===== src/rtl/config_chain_pkg.sv =====
// Shared types for the configuration-chain loader: FSM state encoding and counter sizing.
package config_chain_pkg;

    typedef enum logic [1:0] {
        ST_IDLE  = 2'd0,
        ST_LOAD  = 2'd1,
        ST_SHIFT = 2'd2,
        ST_DONE  = 2'd3
    } state_t;

    // Wide enough to hold the value CHAIN_LENGTH itself, not just CHAIN_LENGTH-1.
    function automatic int cnt_width(input int chain_length);
        return $clog2(chain_length + 1);
    endfunction

endpackage


===== src/rtl/ccff_serializer.sv =====
// Parallel-load, MSB-first shift register with a quota down-counter; one bit per shift cycle.
// Load takes effect on the next edge; the shift input is honoured only while quota is non-zero.
module ccff_serializer #(
    parameter int WORD_WIDTH  = 8,
    parameter int QUOTA_WIDTH = $clog2(WORD_WIDTH + 1)
) (
    input  logic                   i_clk,
    input  logic                   i_rst,
    input  logic                   i_load,
    input  logic [WORD_WIDTH-1:0]  i_word,
    input  logic [QUOTA_WIDTH-1:0] i_quota,
    input  logic                   i_shift,
    output logic                   o_msb,
    output logic                   o_last,
    output logic                   o_empty
);

    logic [WORD_WIDTH-1:0]  r_sreg;
    logic [QUOTA_WIDTH-1:0] r_quota;

    always_ff @(posedge i_clk) begin
        if (i_rst) begin
            r_sreg  <= '0;
            r_quota <= '0;
        end else if (i_load) begin
            r_sreg  <= i_word;
            r_quota <= i_quota;
        end else if (i_shift && (r_quota != '0)) begin
            r_sreg  <= r_sreg << 1;
            r_quota <= r_quota - 1'b1;
        end
    end

    assign o_msb   = r_sreg[WORD_WIDTH-1];
    assign o_last  = (r_quota == QUOTA_WIDTH'(1));
    assign o_empty = (r_quota == '0);

endmodule


===== src/rtl/config_chain_loader.sv =====
// Loads CHAIN_LENGTH config bits MSB-first onto ccff_head; first bit one cycle after word accept.
// word_ready only in LOAD (one bubble per word); a stalled source just holds the FSM in LOAD.
module config_chain_loader
    import config_chain_pkg::*;
#(
    parameter int WORD_WIDTH   = 8,
    parameter int CHAIN_LENGTH = 64,
    parameter int CNT_WIDTH    = cnt_width(CHAIN_LENGTH)
) (
    input  logic                  prog_clk,
    input  logic                  pReset,
    input  logic                  start,
    input  logic [WORD_WIDTH-1:0] word_data,
    input  logic                  word_valid,
    output logic                  word_ready,
    output logic                  ccff_head,
    output logic                  shift_en,
    output logic                  busy,
    output logic                  done,
    output logic [CNT_WIDTH-1:0]  bits_loaded
);

    localparam int QW = $clog2(WORD_WIDTH + 1);

    state_t               r_state;
    state_t               w_next_state;
    logic [CNT_WIDTH-1:0] r_bits_loaded;
    logic [CNT_WIDTH-1:0] w_remaining;
    logic [CNT_WIDTH-1:0] w_bits_next;
    logic [QW-1:0]        w_quota;
    logic                 w_load;
    logic                 w_shift;
    logic                 w_msb;
    logic                 w_last;
    logic                 w_empty;

    ccff_serializer #(
        .WORD_WIDTH  (WORD_WIDTH),
        .QUOTA_WIDTH (QW)
    ) u_serializer (
        .i_clk   (prog_clk),
        .i_rst   (pReset),
        .i_load  (w_load),
        .i_word  (word_data),
        .i_quota (w_quota),
        .i_shift (w_shift),
        .o_msb   (w_msb),
        .o_last  (w_last),
        .o_empty (w_empty)
    );

    assign w_remaining = CNT_WIDTH'(CHAIN_LENGTH) - r_bits_loaded;
    assign w_bits_next = r_bits_loaded + 1'b1;

    // The final word of a non-multiple chain only gets its upper bits shifted.
    always_comb begin
        w_quota = QW'(WORD_WIDTH);
        if (int'(w_remaining) < WORD_WIDTH) begin
            w_quota = QW'(w_remaining);
        end
    end

    always_ff @(posedge prog_clk) begin
        if (pReset) begin
            r_state <= ST_IDLE;
        end else begin
            r_state <= w_next_state;
        end
    end

    always_ff @(posedge prog_clk) begin
        if (pReset) begin
            r_bits_loaded <= '0;
        end else if ((r_state == ST_IDLE) && start) begin
            r_bits_loaded <= '0;
        end else if (w_shift) begin
            r_bits_loaded <= w_bits_next;
        end
    end

    always_comb begin
        w_next_state = r_state;
        w_load       = 1'b0;
        w_shift      = 1'b0;
        unique case (r_state)
            ST_IDLE: begin
                if (start) begin
                    w_next_state = ST_LOAD;
                end
            end
            ST_LOAD: begin
                if (word_valid) begin
                    w_load       = 1'b1;
                    w_next_state = ST_SHIFT;
                end
            end
            ST_SHIFT: begin
                if (w_empty) begin
                    w_next_state = ST_LOAD;
                end else begin
                    w_shift = 1'b1;
                    if (w_last) begin
                        w_next_state = (w_bits_next == CNT_WIDTH'(CHAIN_LENGTH)) ? ST_DONE : ST_LOAD;
                    end
                end
            end
            ST_DONE: begin
                w_next_state = ST_IDLE;
            end
            default: begin
                w_next_state = ST_IDLE;
            end
        endcase
    end

    assign word_ready  = (r_state == ST_LOAD);
    assign shift_en    = w_shift;
    assign ccff_head   = w_shift & w_msb;
    assign busy        = (r_state == ST_LOAD) || (r_state == ST_SHIFT);
    assign done        = (r_state == ST_DONE);
    assign bits_loaded = r_bits_loaded;

endmodule


===== config.mk =====
export PLATFORM = sky130hd
export DESIGN_NAME = config_chain_loader
export DESIGN_NICKNAME = d
export VERILOG_FILES = /design/src/rtl/config_chain_pkg.sv /design/src/rtl/ccff_serializer.sv /design/src/rtl/config_chain_loader.sv
export SDC_FILE = /design/constraint.sdc
export NUM_CORES = 1
export LEC_CHECK = 0
export CAP_MARGIN = 30
export CORE_UTILIZATION = 50
export DETAILED_ROUTE_END_ITERATION = 8
export GPL_ROUTABILITY_DRIVEN = 0
export PLACE_DENSITY_LB_ADDON = 0.05
export SETUP_SLACK_MARGIN = 0.1
export SLEW_MARGIN = 20
export SYNTH_ARGS = -nofsm -noshare
export SYNTH_HDL_FRONTEND = slang
export SYNTH_SLANG_ARGS = --single-unit

===== constraint.sdc =====
create_clock -name prog_clk -period 2.25 [get_ports prog_clk]
set_clock_uncertainty 0.2 [all_clocks]
set_input_delay 0.45 -clock prog_clk [delete_from_list [all_inputs] [get_ports prog_clk]]
set_output_delay 0.45 -clock prog_clk [all_outputs]
set_load 0.1 [all_outputs]

==> run_results.csv <==
group,metric,value,unit
clock_network,clock-sinks,21,
setup_path,reg2reg_depth,7,
layout,area_growth,34.91,%
grt,antenna_found_initial,0,
timing,fin_ws,0.06652,ns
timing,clock.fmax,0.4580,GHz
synth,synthDistinctLibCells,38,
clock_network,cts_made_buffers,3,
floorplanning,core-area,2297,um^2
drt,routed_wl,3018,um
synth,synth_area_leaders,"dfxtp_1 (33%), ha_1 (9.9%), nand2_1 (7.1%), nor2_1 (6.2%), a311oi_1 (4.8%)",
power,cellLeakagePower,0.6517,nW
clock_network,cts_tree,"yes",
timing,maxSlewViolCount,0,
clock_network,cts_hold_buf,0,
timing,hold_viol,0,
status,status,"complete, no violations",
setup_path,end_kind,"output pin",
floorplanning,die_x,52.37,um
timing,min_period,2.183,ns
clock_network,clk_pin_slew,0.12,ns
synth,synth_edf_count,0,
synth,synthCells,158,
synth,syn_area_per_cell,8.030,um^2
synth,synthTopCellsByCount,"nand2_1 (24), dfxtp_1 (21), nor2_1 (21)",
setup_path,r2r_start,"r_state[1]",
grt,grt_pass1_wl,5106,um
place,hpwl,2097,um
timing,rsz0062_at_grt,"yes",
drt,drtAntennaViolNets,0,
setup_path,r2r-end,"u_serializer.r_quota[3]",
floorplanning,boundaryPins,24,
place,placed_cells,203,
setup_path,critPathRequiredTime,1.60,ns
setup_path,critical_path_arrival,1.53,ns
drt,first_pass_iters,4,
synth,syn_nets,180,
setup_path,worst-setup-path-type,"reg2out",
flow_run,drv_cap,0,
synth,yosysMostFrequentCell,"nand2_1",
setup_path,worstPathMaxFanout,4,
hold_path,hp-start,"u_serializer.r_sreg[5]",
floorplanning,rows,17,
grt,grt_max_degree,15,
drt,drc,0,
timing,finalCritPeriodShare,97.04,%
synth,async_flop_share,0,%
hold_path,min_to,"u_serializer.r_sreg[6]",
floorplanning,dieArea,2743,um^2
grt,grt.total_usage,25.30,%
drt,drt_iter0_markers,32,
layout,finalNetCount,211,
floorplanning,start_util,55.23,%
drt,via_per_inst,5.556,
synth,ys_ff_latch,21,
clock_network,root_buffer,"clkbuf_4",
layout,final_layout_size_suffix_gt1_share,26.06,%
drt,wl_per_cell,13.97,um
synth,yosysTopAreaCell,"dfxtp_1",
drt,vias,1200,
setup_path,start_kind,"flop",
hold_path,hold_path_depth,2,
timing,relSlewSlack,70.35,%
place,portBuffers,23,
power,power_density,690.6,nW/um^2
clock_network,htreeDepth,1,
timing,tightest_slew,0.4434,ns
grt,first_global_vias,1119,
timing,fin_tns_setup,0,ns
place,placed_area,1588,um^2
hold_path,min_path_type,"reg2reg",
synth,synth_flop_cell,"dfxtp_1",
power,vdd_drop_max,0.0007675,V
synth,yosysSeqAreaShare,33.14,%
place,dpl_worst_slack,0.1606,ns
grt,grt_overflow,0,
clock_network,cts_max_path_buffers,2,
synth,synth_area,1269,um^2
synth,synth_warnings,0,
layout,final_cell_area,1712,um^2
floorplanning,die_h,52.37,um
layout,layoutNonFillerInstCount,216,
clock_network,insertion_delay,0.31,ns
synth,synth_top_area_share,33.14,%
setup_path,r2r_slack,0.15,ns
timing,setup_violations,0,
layout,num_antenna_cells,0,
## registers in the layout (all words and copies together), names as in the netlist
signal and flops:
bits_loaded 7, r_state 2, u_serializer.r_quota 4, u_serializer.r_sreg 8
## cells by family after synthesis
kind of cell,Yosys count,synth area share [%]
multiplexers,2,1.578
XOR/XNOR,10,6.904
AND/OR/NAND/NOR,67,24.07
flip-flops,21,33.14
buffers and inverters,21,7.396
AO/OA/AOI/OAI,27,17.06
adder cells (fa/ha/maj),10,9.862
## cells in the final DEF (no fill, tap or decap), types with 2 or more instances in the layout
| master | synthesis | routed |
|---|---|---|
| inv_1 | 10 | 5 |
| nand3_1 | 4 | 4 |
| dfxtp_2 | 0 | 7 |
| a21oi_1 | 5 | 5 |
| dfxtp_1 | 21 | 13 |
| a211oi_1 | 2 | 2 |
| inv_2 | 0 | 4 |
| nor3b_1 | 2 | 2 |
| clkdlybuf4s50_1 | 0 | 11 |
| a311oi_1 | 7 | 7 |
| nor3_1 | 6 | 6 |
| a22o_1 | 2 | 2 |
| o21ai_0 | 3 | 3 |
| ha_1 | 10 | 7 |
| ha_4 | 0 | 2 |
| clkbuf_4 | 0 | 3 |
| buf_12 | 0 | 7 |
| nand2_1 | 24 | 24 |
| buf_4 | 0 | 19 |
| xnor2_1 | 7 | 7 |
| xor2_1 | 3 | 3 |
| mux2i_1 | 2 | 2 |
| nor2_1 | 21 | 21 |
## cell type report
cell class / count / area [um^2]
Fill cell: 183 / 585.6
Multi-Input combinational cell: 116 / 784.5
Sequential cell: 21 / 432.9
Inverter: 10 / 40.04
Tap cell: 28 / 35.03
Clock buffer: 4 / 26.28
Timing Repair Buffer: 37 / 392.9
## worst max path at each step
stage                                        from  cells after the start                endpoint
after floorplan                        r_state[0]                      6               ccff_head
after global placement                 word_valid                      5  u_serializer.r_sreg[3]
after detailed placement  u_serializer.r_quota[0]                      7               ccff_head
after CTS                 u_serializer.r_quota[1]                      7               ccff_head
after global routing      u_serializer.r_quota[0]                      7               ccff_head
final                     u_serializer.r_quota[0]                      7               ccff_head
## through the flow
stage               util [%]  hold WS, ns  power [mW]
floorplan                  -       0.2481      0.8141
global placement       69.12       0.2655      0.9640
detailed placement     69.12       0.2776      0.9755
CTS                    74.18       0.2915       1.183
global route           74.51       0.3181       1.252
finish                 74.51       0.2907       1.182
## layer usage
metal / global-route usage, % / part of all wire, % / up-vias
met5: 0 / 0 / -
met1: 31.62 / 44 / 548
met3: 6.377 / 4.5 / 13
met2: 41.14 / 48 / 38
li1: - / - / 601
met4: 10.09 / 3.1 / 0
## worst max-delay path, cell delays in order (launching register included)
cell and delay, ns:
dfxtp_2 0.35, inv_2 0.07, ha_4 0.14, inv_2 0.04
o31ai_4 0.23, inv_4 0.08, and2_4 0.15, buf_12 0.16
## report_power, final
| part | internal (mW) | switching [mW] |
|---|---|---|
| clock | 0.0693 | 0.116 |
| combinational | 0.211 | 0.328 |
| sequential | 0.416 | 0.0403 |
## what timing repair did
| action | CTS | global route |
|---|---|---|
| setup buffers | 8 | 1 |
| pin swaps | 2 | 2 |
| endpoints found under the setup margin | 2 | 2 |
| gates resized for setup | 10 | 1 |
Power figures use the tool's default switching activity.
